===== src/rtl/fetch_unit.sv =====
`default_nettype none
`timescale 1ns/1ps
// ============================================================================
// Module      : fetch_unit
// Description : RV32I instruction fetch stage. Owns the PC, issues word
//               fetches over a valid/ready request channel, buffers in-order
//               responses and hands {inst, inst_pc} to decode. Redirects
//               flush the stage and drain stale responses via a drop counter.
// Revision    : 1.0 - initial release
// ============================================================================
module fetch_unit #(
    parameter logic [31:0] RESET_PC        = 32'h0000_0000,
    parameter int          MAX_OUTSTANDING = 2
) (
    input  logic        clk,
    input  logic        rst_n,
    input  logic        redirect,
    input  logic [31:0] redirect_pc,
    output logic        imem_req_valid,
    input  logic        imem_req_ready,
    output logic [31:0] imem_req_addr,
    input  logic        imem_resp_valid,
    input  logic [31:0] imem_resp_data,
    output logic        inst_valid,
    input  logic        inst_ready,
    output logic [31:0] inst,
    output logic [31:0] inst_pc,
    output logic        fetch_fault
);

    localparam int            CW       = $clog2(MAX_OUTSTANDING + 1);
    localparam int            IW       = (MAX_OUTSTANDING > 1) ? $clog2(MAX_OUTSTANDING) : 1;
    localparam logic [CW-1:0] MAX_CNT  = CW'(MAX_OUTSTANDING);
    localparam logic [IW-1:0] LAST_IDX = IW'(MAX_OUTSTANDING - 1);

    typedef enum logic [0:0] {
        RUN   = 1'b0,
        FAULT = 1'b1
    } state_t;

    state_t        state;
    state_t        state_next;
    logic [31:0]   pc;
    logic [CW-1:0] outstanding;
    logic [CW-1:0] outstanding_next;
    logic [CW-1:0] drop_cnt;
    logic [CW-1:0] buf_count;
    logic [CW:0]   credits;

    // Instruction buffer and the PC tags of requests whose data will be kept
    logic [31:0]   buf_data [MAX_OUTSTANDING];
    logic [31:0]   buf_pc   [MAX_OUTSTANDING];
    logic [31:0]   tag_pc   [MAX_OUTSTANDING];
    logic [IW-1:0] buf_head;
    logic [IW-1:0] buf_tail;
    logic [IW-1:0] tag_head;
    logic [IW-1:0] tag_tail;

    logic          req_fire;
    logic          resp_ret;
    logic          resp_keep;
    logic          pop;

    function automatic logic [IW-1:0] ptr_inc(input logic [IW-1:0] p);
        return (p == LAST_IDX) ? '0 : p + 1'b1;
    endfunction

    // Responses seen while nothing is outstanding belong to pre-reset requests
    assign resp_ret  = imem_resp_valid && (outstanding != '0);
    assign resp_keep = resp_ret && (drop_cnt == '0) && !redirect;
    assign req_fire  = imem_req_valid && imem_req_ready;
    assign pop       = inst_valid && inst_ready;
    assign credits   = {1'b0, outstanding} + {1'b0, buf_count};

    // Redirect never coincides with a request, so this also covers the redirect cycle
    assign outstanding_next = outstanding + CW'(req_fire) - CW'(resp_ret);

    assign imem_req_addr = pc;
    assign inst_valid    = (buf_count != '0);
    assign inst          = buf_data[buf_head];
    assign inst_pc       = buf_pc[buf_head];
    assign fetch_fault   = (state == FAULT);

    // State register
    always_ff @(posedge clk or negedge rst_n) begin
        if (!rst_n) begin
            state <= RUN;
        end else begin
            state <= state_next;
        end
    end

    // Next state and request issue; a redirect always wins and suppresses requests
    always_comb begin
        state_next     = state;
        imem_req_valid = 1'b0;
        case (state)
            RUN:     imem_req_valid = rst_n && (credits < {1'b0, MAX_CNT}) && !redirect;
            FAULT:   imem_req_valid = 1'b0;
            default: state_next = RUN;
        endcase
        if (redirect) begin
            state_next = (redirect_pc[1:0] != 2'b00) ? FAULT : RUN;
        end
    end

    // PC and credit counters; on redirect every still-outstanding response becomes a drop
    always_ff @(posedge clk or negedge rst_n) begin
        if (!rst_n) begin
            pc          <= {RESET_PC[31:2], 2'b00};
            outstanding <= '0;
            drop_cnt    <= '0;
        end else begin
            outstanding <= outstanding_next;
            if (redirect) begin
                pc       <= {redirect_pc[31:2], 2'b00};
                drop_cnt <= outstanding_next;
            end else begin
                if (req_fire) begin
                    pc <= pc + 32'd4;
                end
                if (resp_ret && (drop_cnt != '0)) begin
                    drop_cnt <= drop_cnt - 1'b1;
                end
            end
        end
    end

    // In-order tag queue: PC of each live request, consumed by its kept response
    always_ff @(posedge clk or negedge rst_n) begin
        if (!rst_n) begin
            tag_head <= '0;
            tag_tail <= '0;
            for (int i = 0; i < MAX_OUTSTANDING; i++) begin
                tag_pc[i] <= '0;
            end
        end else if (redirect) begin
            tag_head <= '0;
            tag_tail <= '0;
        end else begin
            if (req_fire) begin
                tag_pc[tag_tail] <= pc;
                tag_tail         <= ptr_inc(tag_tail);
            end
            if (resp_keep) begin
                tag_head <= ptr_inc(tag_head);
            end
        end
    end

    // Instruction buffer: circular FIFO, push and pop may coincide at any occupancy
    always_ff @(posedge clk or negedge rst_n) begin
        if (!rst_n) begin
            buf_head  <= '0;
            buf_tail  <= '0;
            buf_count <= '0;
            for (int i = 0; i < MAX_OUTSTANDING; i++) begin
                buf_data[i] <= '0;
                buf_pc[i]   <= '0;
            end
        end else if (redirect) begin
            buf_head  <= '0;
            buf_tail  <= '0;
            buf_count <= '0;
        end else begin
            if (resp_keep) begin
                buf_data[buf_tail] <= imem_resp_data;
                buf_pc[buf_tail]   <= tag_pc[tag_head];
                buf_tail           <= ptr_inc(buf_tail);
            end
            if (pop) begin
                buf_head <= ptr_inc(buf_head);
            end
            buf_count <= buf_count + CW'(resp_keep) - CW'(pop);
        end
    end

    // Credit accounting must make a push into a full, non-draining buffer impossible
    always_ff @(posedge clk) begin
        if (rst_n) begin
            assert (!(resp_keep && !pop && (buf_count == MAX_CNT)));
        end
    end

endmodule
`default_nettype wire

===== config.mk =====
export PLATFORM = sky130hd
export DESIGN_NAME = fetch_unit
export DESIGN_NICKNAME = d
export VERILOG_FILES = /design/src/rtl/fetch_unit.sv
export SDC_FILE = /design/constraint.sdc
export NUM_CORES = 1
export LEC_CHECK = 0
export CORE_MARGIN = 5
export CORE_UTILIZATION = 50
export DETAILED_ROUTE_END_ITERATION = 10
export GPL_TIMING_DRIVEN = 0
export PLACE_DENSITY = 0.84
export SLEW_MARGIN = 40
export SYNTH_ARGS = -nofsm -noshare
export SYNTH_HDL_FRONTEND = slang
export SYNTH_SLANG_ARGS = --single-unit

===== constraint.sdc =====
create_clock -name clk -period 3 [get_ports clk]
set_input_delay 0.6 -clock clk [delete_from_list [all_inputs] [get_ports clk]]
set_output_delay 0.6 -clock clk [all_outputs]
set_load 0.01 [all_outputs]

; ---- Word level (Yosys, flattened, before mapping)
; Index checks and enable logic that the tools add are counted.
[totals]
regBits = 235
input_bits = 70
wordCells = 96
[classes]
n_addsub = 11
n_lt_le_gt_ge = 7
bitwise_logic = 6
muxes = 35
n_reduce_logical = 22
[ops]
columns = operator, count
row1 = $mux W32, 13
row2 = $bwmux W64, 3
row3 = $demux W32 S1, 2
row4 = $add A32 B3 Y32 const B, 1
row5 = $reduce_bool A2 Y1, 8
row6 = $mux W1, 13
row7 = $logic_and A1 B1 Y1, 10
row8 = $ge A2 B2 Y1 const B, 4
row9 = $not A1 Y2, 4
row10 = $mux W2, 3
row11 = $add A1 B1 Y1 const B, 4
row12 = $add A2 B1 Y2, 2
row13 = $lt A2 B1 Y1 const B, 2
row14 = $reduce_and A2 Y1, 2
row15 = $sub A2 B1 Y2, 2
row16 = $add A2 B2 Y3, 1
row17 = $lt A3 B2 Y1 const B, 1
row18 = $logic_not A2 Y1, 1
row19 = $not A1 Y1, 2
row20 = $pmux W1 S2, 1
row21 = $sub A2 B1 Y2 const B, 1
row22 = $logic_not A1 Y1, 1

; ---- Logic depth before layout (Yosys ltp)
; Gate-level depths: netlist of the first run.
[logic_depth]
word_depth = 9
ltp_mapped = 13
depth_no_buf = 12

; ---- Worst setup path before layout of the first run
; Ideal clock, no wire load.
[synth_timing]
kind = reg-to-reg
from = register buf_count[0]
to = register drop_cnt[1]
setup_ns = 0.134
slack_ns = 0.462
t_arrival_ns = 2.404
stages_incl_launch_ff = 14
cell_sequence = dfrtp_1 -> and2_1 -> fa_1 -> or2_1 -> nor2_2 -> inv_1 -> buf_6 -> ha_1 -> inv_1 -> ha_1 -> xnor2_1 -> xnor2_1 -> nand2_1 -> o21ai_0
[synth_between]
elab_chain_len = 9
[synth_lines]
columns = item, line_no
row1 = from (decl), 47  ; logic [CW-1:0] buf_count;
row2 = from (signal assigned), 174  ; buf_count <= buf_count + CW'(resp_keep) - CW'(pop);
row3 = $add A2 B2 Y3, 73  ; assign credits = {1'b0, outstanding} + {1'b0, buf_count};
row4 = $lt A3 B2 Y1, 98  ; RUN: imem_req_valid = rst_n && (credits < {1'b0, MAX_CNT}) && !redirect;
row5 = $logic_and A1 B1 Y1 (2 in series), 98
row6 = $pmux W1 S2, 97  ; case (state)
row7 = $logic_and A1 B1 Y1, 71  ; assign req_fire = imem_req_valid && imem_req_ready;
row8 = $add A2 B1 Y2, 76  ; assign outstanding_next = outstanding + CW'(req_fire) - CW'(resp_ret);
row9 = $sub A2 B1 Y2, 76
row10 = via outstanding_next[1], 45  ; logic [CW-1:0] outstanding_next;
row11 = $mux W2, 115  ; if (redirect) begin
row12 = to (signal assigned), 117  ; drop_cnt <= outstanding_next;
row13 = to (signal assigned), 123  ; drop_cnt <= drop_cnt - 1'b1;
row14 = to (decl), 46  ; logic [CW-1:0] drop_cnt;
; The timed path passes the listed nets, and every way through them passes these cells.
; A chain may end at the register's enable or synchronous reset.

; ---- Worst setup path after layout of the first run
; Ends and elaborated chain as after synthesis.

==> out/metrics.yaml, run 1 <==
outcome: "finished, final reports clean"
yosysSeqAreaShare_pct: 55.8
syn_area_sq_mm: 0.0101
worstSetupPathType: "flop to flop"
skew_ns: 0.00884
critPathTopFamily: "adder cells"
final_hold_viol_count: 0
cp.arrival_ns: 3.24
drtIter0Drc: 447
postSynthAreaPerCell_sq_um: 12.3
synth-edff-count: 0
synth-seq-cells: 225
worstSkewPairLatency_ns: 0.51
post_dp_cell_area_sq_mm: 0.0122
synthTopCellsByCount: "dfrtp_1, mux2_2, nand2_1, nor2_1, o21ai_0"
fin_crit_ns: 2.82
drc: 0
ys_top_cells_by_area: "dfrtp_1, mux2_2, mux2i_1, nand2_1, o21ai_0"
dr.pass1.iters: 5
placementRows: 52
cp_slowest_cell: "fa_1"
path_clk_slew_ns: 0.06
drv_cap: 0
yosysWarnings: 0
end_kind: "flop"
synthToLayoutAreaGrowth_pct: 30.0
synth_top_flop_cell: "dfrtp_1"
wl_per_cell_um: 19.1
power.internal_uw: 8450
cp_max_fo: 10
required_ns: 3.41
reg2reg_slack_ns: 0.18
fin_nets: 1097
drv_slew: 0
grt_pass1_vias: 7604
clock_path_buffers: 3
comb_power_share_pct: 35.1
die_x_um: 152
fmax_mhz: 354
fin_crit_sh_pct: 94.1
path_cells: "and2_1 -> fa_1 -> or2_1 -> nor2_4 -> inv_1 -> buf_6 -> ha_1 -> inv_1 -> ha_1 -> xnor2_1 -> xnor2_1 -> nand2_1 -> o21ai_0"
design.core.area_sq_mm: 0.0200
grt_max_degree: 78
postCtsSetupBuffers: 0
wl_mm: 24.9
n_antenna_cell: 0
final_antenna_net_count: 0
power_switching_uw: 3580
synth_top_area_share_pct: 55.8
die_area_sq_mm: 0.0231
rsz0062_at_grt: "no"
vias: 7157
globalRoute.totalOverflow: 0
tightest_slew_ns: 0.771
sequentialPowerShare_pct: 38.7
setup_violations: 0
netlist_instances: 823
place_inst: 1263
stdcell_area_sq_mm: 0.0131
grt_pass1_wl_mm: 41.0
p_per_area_mw_per_mm2: 918
die_y_um: 152
drive_gt1_share_pct: 27.6
holdWs_ns: 0.0501
worstSetupStartpointType: "flop"
boundaryPins: 169
hp-class: "input pin to async pin"
track_usage_pct: 21.2
clkPwrFrac_pct: 26.3
synth.most_common_cell: "dfrtp_1"
root_buffer: "clkbuf_16"
initial_utilization_pct: 50.3
path_buf_inv: 3
slowest_delay_ns: 0.44
netSwitchingFraction_pct: 29.8
vias_per_cell: 5.47
gp_congestion: 0.823
antenna_found_initial: 0
finalNonFillerCells: 1308
cts_htree_levels: 1
cts_sinks: 225
synth.largest_area_cell: "dfrtp_1"
async_reset_ff_share_pct: 100
p_leak_uw: 0.00580
fin_util_pct: 65.4
slew_headroom_pct: 48.6
io_buffers: 164
synth_cell_types: 48
cts_buffers: 24
post-dp-hpwl_mm: 17.4
peakVddDrop_mv: 0.534
cts_tree: "done"
[power by group through the flow]
| stage | clock network, uW | logic (uW) | registers [uW] |
|---|---|---|---|
| 6_report | 3160 | 4220 | 4650 |
| 5_1_grt | 3380 | 4570 | 4780 |
| 4_1_cts | 3220 | 4240 | 4650 |
| 3_5_place_dp | 0 | 4200 | 4680 |
| 3_3_place_gp | 0 | 4090 | 4610 |
| 2_1_floorplan | 0 | 2410 | 4510 |
[state kept, by name, summed over array words and instances, names as in the netlist, 2 cells and up]
signal,count
buf_pc,60
tag_pc,60
drop_cnt,2
buf_count,2
outstanding,2
imem_req_addr,30
buf_data,64
[worst register-to-register path: cells and delay by family (launching register included)]
kind	cells	cell delay (ns)
adders and majority gates	3	0.89
and+or+nand+nor	4	0.70
DFF	1	0.40
xor gates and xnor gates	2	0.34
buffers and inverters	3	0.31
AOI/OAI and AO/OA	1	0.10
[logic make-up (layout without fill, tap and decap cells)]
family / after synthesis / after routing / share of synthesized area [%]
compound gates: 112 / 112 / 6.47
xor+xnor: 15 / 15 / 1.30
fa+ha+maj: 7 / 7 / 0.943
buf+inv: 62 / 274 / 3.05
flops: 225 / 225 / 55.8
mux: 217 / 217 / 23.8
other cells: 1 / 4 / 0.0372
simple gates: 184 / 184 / 8.53
[layer usage]
layer	wire [um]	up-vias	track usage [%]	part of all wire [%]
li1	-	3315	-	-
met1	11000	3534	30.0	44
met2	12000	265	34.5	48
met3	1410	43	3.70	5.6
met4	512	0	5.09	2.1
met5	0	-	0	0
[placed cells by master (no fill, tap or decap), types with 4 or more instances in the layout]
cell type,count
a31o_2,4
nor2_1,51
buf_2,22
nand2_1,77
mux2_2,186
buf_1,4
clkbuf_8,7
o21ai_0,51
dfrtp_1,224
conb_1,4
nand3_1,15
o211ai_1,9
buf_4,10
clkbuf_16,26
nand4_1,17
clkinv_2,5
clkdlybuf4s50_1,162
inv_1,9
xor2_1,9
a21oi_1,33
mux2i_1,31
ha_1,6
clkbuf_1,12
buf_16,4
xnor2_1,6
[final timing paths]
path | from | to | depth (start not counted)
hold reg to reg | buf_pc[10]$_DFFE_PN0P_ | buf_pc[10]$_DFFE_PN0P_ | 2
max in group asynchronous | rst_n | buf_head$_DFFE_PN0P_ | 3
setup reg to reg | buf_count[0]$_DFF_PN0_ | drop_cnt[1]$_DFFE_PN0P_ | 13
hold / removal | rst_n | buf_data[26]$_DFFE_PN0P_ | 2
min in group clk | buf_pc[10]$_DFFE_PN0P_ | buf_pc[10]$_DFFE_PN0P_ | 2
setup / recovery | buf_count[0]$_DFF_PN0_ | drop_cnt[1]$_DFFE_PN0P_ | 13
[through the flow]
step / worst slack, ns / total power [uW] / setup TNS [ns]
after floorplan: 0.462 / 6920 / 0
after global placement: -7.97 / 8700 / -2504.06
after detailed placement: -0.444 / 8880 / -7.35
after CTS: 0.0164 / 12100 / 0
after global routing: 0.00456 / 12700 / 0
final: 0.177 / 12000 / 0
[what timing repair did]
item                                    4_1_cts  5_1_grt
pin swaps                                     0        0
hold buffers                                  0        1
gates cloned                                  0        1
gates resized for setup                       7        6
hold endpoints to repair                      0       53
endpoints found under the setup margin       60       24
[final cells by class]
type | count | area (sq um)
plain buffers | 52 | 278
clock buffers | 32 | 722
clock inverters | 12 | 153
fillers | 1502 | 6930
inverters | 9 | 33.8
multi-input cells | 539 | 4170
flip-flops and latches | 225 | 5630
well taps | 270 | 338
repair buffers | 169 | 1780
No activity file was read; power rests on OpenSTA's default activity.
==> inputs of run 2 (changes only) <==
CORE_UTILIZATION = 30   (was 50)
PLACE_DENSITY = 0.58   (was 0.84)
==> run 2 against run 1 <==
Effect of this change: the run now ends with hold timing left; power is 0.97% higher; clock skew rose by 0.014 ns; sequential power is essentially flat; cell count increased by 14%; register-to-register slack improved by 0.02 ns; first-iteration DRC count fell by 25%; non-clock buffer count is 2 lower; worst setup slack got worse by 0.070 ns; core utilization fell by 25 points; critical path type is now flop to output port; largest power group unchanged.
==> out/metrics.yaml, run 2 (synthesis gave the netlist of run 1 again) <==
outcome: "finished with violations"
violations: "hold timing"
netSwitchingFraction_pct: 29.5
fmax_mhz: 346
cts_hold_buf: 0
worstSetupPathType: "flop to output port"
top_register: "buf_data"
post_dp_cell_area_sq_mm: 0.0124
skew_ns: 0.0233
reg_top3: "buf_data: 64 flops, buf_pc: 60 flops, tag_pc: 60 flops"
reg2reg_slack_ns: 0.20
fin_ws_ns: 0.107
dr.pass1.iters: 5
end_kind: "output port"
cp_slowest_cell: "dfrtp_2"
comb_power_share_pct: 34.4
largest_reg_flops: 64
final_antenna_net_count: 0
post-dp-hpwl_mm: 19.0
fillers: 3265
drc: 0
clkPwrFrac_pct: 27.6
die_area_sq_mm: 0.0374
cp.arrival_ns: 2.29
drive_gt1_share_pct: 27.4
initial_utilization_pct: 30.2
worstSetupStartpointType: "flop"
drv_cap: 0
postCtsSetupBuffers: 0
root_buffer: "clkbuf_16"
power.internal_uw: 8570
clock_path_buffers: 3
final_hold_viol_count: 9
antenna_found_initial: 0
p_leak_uw: 0.00579
fin_util_pct: 39.9
fin_crit_ns: 2.89
power_switching_uw: 3580
worstSkewPairLatency_ns: 0.53
wl_per_cell_um: 17.7
final_common_cell: "dfrtp_1"
holdWs_ns: -0.00721
tightest_slew_ns: 0.815
setup_violations: 0
n_antenna_cell: 0
final_cell_mix: "dfrtp_1, mux2_2, clkdlybuf4s50_1, nand2_1"
total_power_uw: 12200
rsz0062_at_grt: "no"
cp_max_fo: 10
r2r_start: "buf_count[0]$_DFF_PN0_"
path_clk_slew_ns: 0.06
cts_tree: "done"
wl_mm: 26.4
grt_pass1_wl_mm: 42.6
synthToLayoutAreaGrowth_pct: 32.1
design.core.area_sq_mm: 0.0334
slowest_delay_ns: 0.55
slew_headroom_pct: 45.7
p_per_area_mw_per_mm2: 912
sequentialPowerShare_pct: 38.1
cts_buffers: 27
vias: 6998
hp-class: "input pin to async pin"
cts_sinks: 225
peakVddDrop_mv: 0.420
drtIter0Drc: 335
cts_htree_levels: 1
grt_pass1_vias: 7406
grt_max_degree: 74
stdcell_area_sq_mm: 0.0133
setup.worst_path.start: "buf_head$_DFFE_PN0P_"
path_cells: "buf_2 -> mux2_2 -> clkdlybuf4s50_1"
finalSetupTns_ns: 0
fin_nets: 1098
critPathTopFamily: "buffers and inverters"
required_ns: 2.40
globalRoute.totalOverflow: 0
path_buf_inv: 2
track_usage_pct: 13.8
preCtsSetupSlack_ns: -0.144
drv_slew: 0
fin_crit_sh_pct: 96.4
io_buffers: 164
vias_per_cell: 4.70
boundaryPins: 169
placementRows: 67
die_x_um: 193
die_y_um: 193
gp_congestion: 0.760
## run 2: final timing paths
check,end,depth (start not counted)
setup / recovery,inst_pc[28],3
hold / removal,buf_data[26]$_DFFE_PN0P_,1
setup reg to reg,drop_cnt[1]$_DFFE_PN0P_,13
hold reg to reg,buf_pc[18]$_DFFE_PN0P_,2
max in group asynchronous,buf_pc[54]$_DFFE_PN0P_,2
min in group clk,buf_pc[18]$_DFFE_PN0P_,2
## run 2: timing repair
item / 4_1_cts / 5_1_grt
pin swaps: 0 / 0
gates resized for setup: 10 / 4
endpoints found under the setup margin: 61 / 7
## run 2: area by class of cell
cell class | count | area (sq um) | share of cell area (%)
plain buffers | 52 | 283 | 2.12
clock buffers | 37 | 783 | 5.88
clock inverters | 13 | 153 | 1.15
inverters | 9 | 33.8 | 0.253
multi-input cells | 539 | 4160 | 31.2
flip-flops and latches | 225 | 5630 | 42.3
well taps | 448 | 561 | 4.21
repair buffers | 167 | 1720 | 12.9
## run 2: power groups by stage
stage	Combinational, uW	Clock [uW]	Sequential [uW]
6_report	4170	3350	4630
2_1_floorplan	2410	0	4510
5_1_grt	4560	3590	4760
4_1_cts	4270	3450	4630
3_3_place_gp	4210	0	4630
3_5_place_dp	4250	0	4660
## run 2: metal layers
metal	vias to the layer above	global-route usage (%)	part of all wire, %	wire [um]
met1	3443	19.5	48	12600
met5	-	0	0	0
met3	36	2.84	4.9	1300
met2	185	21.9	45	12000
li1	3334	-	-	-
met4	0	3.12	2.1	545
## run 2: per-stage QoR
stage | hold slack [ns] | cells
floorplan | 0.304 | 826
global placement | 0.456 | 1438
detailed placement | 0.464 | 1441
CTS | 0.00245 | 1490
global route | 0.0276 | 1490
finish | -0.00721 | 1490
## run 2: worst register-to-register path, cell delays in order (launching register included)
cell and delay (ns):
dfrtp_1 0.40, and2_1 0.18, fa_1 0.45, or2_1 0.25
nor2_2 0.20, inv_1 0.12, buf_6 0.16, ha_1 0.27
inv_1 0.04, ha_1 0.18, xnor2_1 0.17, xnor2_1 0.16
nand2_1 0.07, o21ai_0 0.10
==> inputs of run 3 (changes only) <==
GPL_TIMING_DRIVEN = default   (was 0)
REMOVE_ABC_BUFFERS = 1   (was default)
==> run 3 against run 2 <==
Effect of this change: core utilization is 0.27 points lower; sequential cell count stayed put; first-iteration DRC count is 23% lower; non-clock buffer count is 32 lower; global-route usage is 0.38 points lower; critical path type unchanged; power is 0.19% lower; clock-buffer cell count is 1 higher; die area stayed put; register-to-register slack better by 0.26 ns; routed wire length is 3.7% lower; the run now ends clean; hold slack better by 0.48 ns.
==> out/metrics.yaml, run 3 (synthesis gave the netlist of run 1 again) <==
boundaryPins: 169
fin_ws_ns: 0.164
worstSetupPathType: "flop to output port"
finalNonFillerCells: 1457
fin_crit_sh_pct: 94.5
drv_slew: 0
r2r_start: "buf_count[0]$_DFF_PN0_"
synthToLayoutAreaGrowth_pct: 31.3
wl_mm: 25.5
grt_max_degree: 101
fin_util_pct: 39.7
fin_nets: 1066
post_dp_cell_area_sq_mm: 0.0123
fillers: 3263
dr.pass1.iters: 4
drc: 0
hp-class: "flop to flop"
preCtsSetupSlack_ns: 0.317
drive_gt1_share_pct: 27.0
final_hold_viol_count: 0
path_clk_slew_ns: 0.06
post-dp-hpwl_mm: 17.0
reg_top3: "buf_data: 64 flops, buf_pc: 60 flops, tag_pc: 60 flops"
cts_tree: "done"
vias: 6760
holdCritStartpoint: "buf_pc[19]$_DFFE_PN0P_"
required_ns: 2.40
cts_sinks: 225
antenna_found_initial: 3
peakVddDrop_mv: 0.410
stdcell_area_sq_mm: 0.0132
fin_crit_ns: 2.84
placementRows: 67
drtIter0Drc: 258
drv_cap: 0
final_common_cell: "dfrtp_1"
root_buffer: "clkbuf_16"
cp_max_fo: 3
die_x_um: 193
clock_path_buffers: 3
design.core.area_sq_mm: 0.0334
p_leak_uw: 0.00571
worstSkewPairLatency_ns: 0.53
grt_pass1_wl_mm: 41.3
worstSetupStartpointType: "flop"
vias_per_cell: 4.64
initial_utilization_pct: 30.2
cts_buffers: 27
p_per_area_mw_per_mm2: 916
track_usage_pct: 13.4
fmax_mhz: 353
gp_congestion: 0.731
end_kind: "output port"
skew_ns: 0.00875
final_cell_mix: "dfrtp_1, mux2_2, clkdlybuf4s50_1, nand2_1, o21ai_0"
cts_htree_levels: 1
setup_violations: 0
largest_reg_flops: 64
outcome: "finished, final reports clean"
grt_pass1_vias: 7151
cp.arrival_ns: 2.24
setup.worst_path.start: "buf_count[0]$_DFF_PN0_"
place_inst: 1403
tightest_slew_ns: 0.642
die_area_sq_mm: 0.0374
io_buffers: 164
die_y_um: 193
rsz0062_at_grt: "no"
globalRoute.totalOverflow: 0
top_register: "buf_data"
wl_per_cell_um: 17.5
slew_headroom_pct: 56.8
final_antenna_net_count: 0
## run 3: final cells by class
type,count,area (sq um),share of cell area [%]
multi-input cells,539,4180,31.5
clock buffers,38,807,6.10
inverters,9,33.8,0.255
diodes,1,2.50,0.0189
repair buffers,187,1890,14.3
clock inverters,10,131,0.992
well taps,448,561,4.23
flip-flops and latches,225,5640,42.6
## run 3: power by group
part | internal (uW) | leakage (uW) | switching (uW)
sequential | 4060 | 0.00290 | 587
combinational | 2440 | 0.00235 | 1660
clock | 2120 | 0.000466 | 1260
## run 3: final timing paths
kind                                                      end  slack, ns  cells after the start
max in group asynchronous                tag_head$_DFFE_PN0P_       1.23                      4
worst max register to register  imem_req_addr[15]$_DFFE_PN0P_       0.46                      8
worst min-delay path                   buf_pc[19]$_DFFE_PN0P_       0.47                      2
worst min register to register         buf_pc[19]$_DFFE_PN0P_       0.47                      2
worst max-delay path                           imem_req_valid       0.16                      5
min in group asynchronous             fetch_fault$_DFFE_PN0P_       0.49                      2
## run 3: per-layer routing
metal	GRT usage, %	vias up	wire [um]
li1	-	3249	-
met1	18.2	3347	12000
met2	22.3	124	12000
met3	3.01	36	1030
met4	2.47	4	403
met5	0	-	34
## run 3: what timing repair did
item | in CTS | in global routing
setup endpoints to repair | 41 | 1
setup buffers | 4 | 0
hold buffers | 1 | 0
resized for setup | 1 | 3
pin swaps | 0 | 0
hold endpoints to repair | 1 | 0
## run 3: worst max-delay path: stages, from the launching register on
cell and delay (ns):
dfrtp_1 0.39, and2_1 0.17, fa_1 0.46, or2_1 0.27, nor4b_1 0.25, clkbuf_2 0.18
## run 3: metrics by stage
| stage | setup TNS (ns) | hold slack (ns) | total power, uW |
|---|---|---|---|
| final | 0 | 0.472 | 12100 |
| after global routing | 0 | 0.472 | 12900 |
| after CTS | 0 | 0.448 | 12300 |
| after detailed placement | 0 | 0.401 | 8850 |
| after global placement | 0 | 0.402 | 8770 |
| after floorplan | -186.59 | 0.304 | 6890 |
==> RTL change: new RTL, config.mk and constraints of run 1 <==
Change the parameter `MAX_OUTSTANDING` from 2 to 4.
--- a/src/rtl/fetch_unit.sv
+++ b/src/rtl/fetch_unit.sv
@@ -11,5 +11,5 @@
 module fetch_unit #(
     parameter logic [31:0] RESET_PC        = 32'h0000_0000,
-    parameter int          MAX_OUTSTANDING = 2
+    parameter int          MAX_OUTSTANDING = 4
 ) (
     input  logic        clk,
Behaviour: not the same (Yosys sat finds a counterexample within 4 cycles, from zero or initial values and one cycle with rst_n low).
==> RTL change against run 1 <==
- cell area rose by 86%
- routed wire length rose by 83%
- synthesized area rose by 99%
- worst setup slack worse by 100 ps
- sequential cell count grew 191
- clock power is 87% higher
- total power up 48%
- largest cell class unchanged
- sequential power increased by 51%
==> RTL change: results (changes against run 1) <==
Critical-path top delay cell - mux4_2 (was fa_1)
NetSw - 4.86 mW (was 3.58 mW)
die area - 44200 sq um (was 23100 sq um)
worst vdd ir - 0.000431 V (was 0.000534 V)
Critical Path Max Stage Delay - 520 ps (was 440 ps)
Inst Count DP - 1949 (was 1263)
worst-skew pair later-pin latency - 570 ps (was 510 ps)
dpl hpwl - 29800 um (was 17400 um)
Yosys cell types - 53 (was 48)
CTS root buf - clkbuf_16 (unchanged)
Finished Layout Cells - 2035 (was 1308)
Final min period - 2930 ps (was 2820 ps)
# nets final - 1566 (was 1097)
share of layout cells above drive strength 1 - 41.1% (was 27.6%)
Cells after Synth - 1251 (was 823)
Commonest cells post-synth - 416 x dfrtp_1, 240 x mux2_4, 113 x mux2_2 (was 225 x dfrtp_1, 186 x mux2_2, 77 x nand2_1)
largest net degree at the start of global routing - 76 (was 78)
Sw Share - 27.3% (was 29.8%)
number of global-route vias before repair - 12683 (was 7604)
Sequential Power Share - 39.4% (was 38.7%)
Synthesis Warnings - 0 (unchanged)
H-tree depth reported by CTS - 2 (was 1)
crit-path leading delay family - buffers and inverters (was adder cells)
MaxCap Viol Count - 0 (unchanged)
Leakage - 11.4 nW (was 5.80 nW)
Clk. pwr - 5.92 mW (was 3.16 mW)
dpl ws - -835 ps (was -444 ps)
Final Skew - 17.0 ps (was 8.84 ps)
Hold WS - 40.0 ps (was 50.1 ps)
internal reg-to-reg setup slack - 160 ps (was 180 ps)
GPL Wtd Cong - 0.878 (was 0.823)
Top FF cell, synth - dfrtp_1 (unchanged)
Antenna diodes - 0 (unchanged)
crit path DAT - 2330 ps (was 3240 ps)
violation count after the first detailed-route iteration - 788 (was 447)
synth top area cells - dfrtp_1 52%, mux2_4 18%, mux4_2 10%, mux2_2 6.3%, buf_12 2.8% (was dfrtp_1 56%, mux2_2 21%, mux2i_1 3.1%, nand2_1 2.9%, o21ai_0 2.5%)
first-pass GRT wire length - 73300 um (was 41000 um)
CTS Buf Count - 45 (was 24)
wire length per cell - 22.4 um (was 19.1 um)
Tightest Pin Transition - 737 ps (was 771 ps)
Via density - 5.70 (was 5.47)
PortBufs - 164 (unchanged)
placed cell areas - 22500 sq um (was 12200 sq um)
total global-route track usage - 20.7% (was 21.2%)
worst min path class - input pin to async pin (unchanged)
Post-synth ARST share - 100% (unchanged)
status - complete, no violations (unchanged)
registers with the most flip-flops - buf_data (128), buf_pc (120), tag_pc (120) (was buf_data (64), buf_pc (60), tag_pc (60))
CTS clk-pin slew, worst paths - 60 ps (about the same)
sequential area share after synthesis - 51.9% (was 55.8%)
==> RTL change: kinds of logic after synthesis <==
logic type | Yosys count | share of synthesized area (%)
xor gates and xnor gates | 10 | 0.437
AOI/OAI and AO/OA | 83 | 2.62
DFF | 416 | 51.9
other | 1 | 0.0187
and+or+nand+nor | 155 | 3.99
muxes | 451 | 34.9
buffers and inverters | 114 | 4.70
adders and majority gates | 21 | 1.38
==> RTL change: cell type report <==
class                   instances  area [sq um]
plain buffers                  91           993
clock buffers                  62          1280
clock inverters                20           317
fillers                      2809         15400
inverters                      21          81.3
multi-input cells             724          8720
flip-flops and latches        416         10400
well taps                     525           657
repair buffers                176          1890
==> RTL change: path summary, 6_finish.rpt <==
check,from,end,depth (start not counted)
setup / recovery,buf_head[0]$_DFFE_PN0P_,inst[29],4
hold / removal,rst_n,buf_data[71]$_DFFE_PN0P_,2
setup reg to reg,outstanding[2]$_DFF_PN0_,drop_cnt[1]$_DFFE_PN0P_,10
hold reg to reg,tag_pc[78]$_DFFE_PN0P_,tag_pc[78]$_DFFE_PN0P_,2
max in group asynchronous,rst_n,buf_pc[108]$_DFFE_PN0P_,3
min in group clk,tag_pc[78]$_DFFE_PN0P_,tag_pc[78]$_DFFE_PN0P_,2
==> RTL change: repair_timing <==
| item | 4_1_cts | 5_1_grt |
|---|---|---|
| pin swaps | 1 | 4 |
| endpoints found under the setup margin | 65 | 40 |
| cloned | 0 | 0 |
| hold endpoints to repair | 25 | 0 |
| gates resized for setup | 53 | 43 |
| setup buffers | 1 | 4 |
| hold buffers | 1 | 0 |
==> RTL change: metal layers <==
metal	part of all wire (%)	routed length, um	track usage (%)	up-vias
met4	1.9	881	5.31	0
met2	49	22100	34.0	404
met5	0	0	0	-
met1	44	19900	29.0	6071
li1	-	-	-	5071
met3	5.7	2590	3.72	60
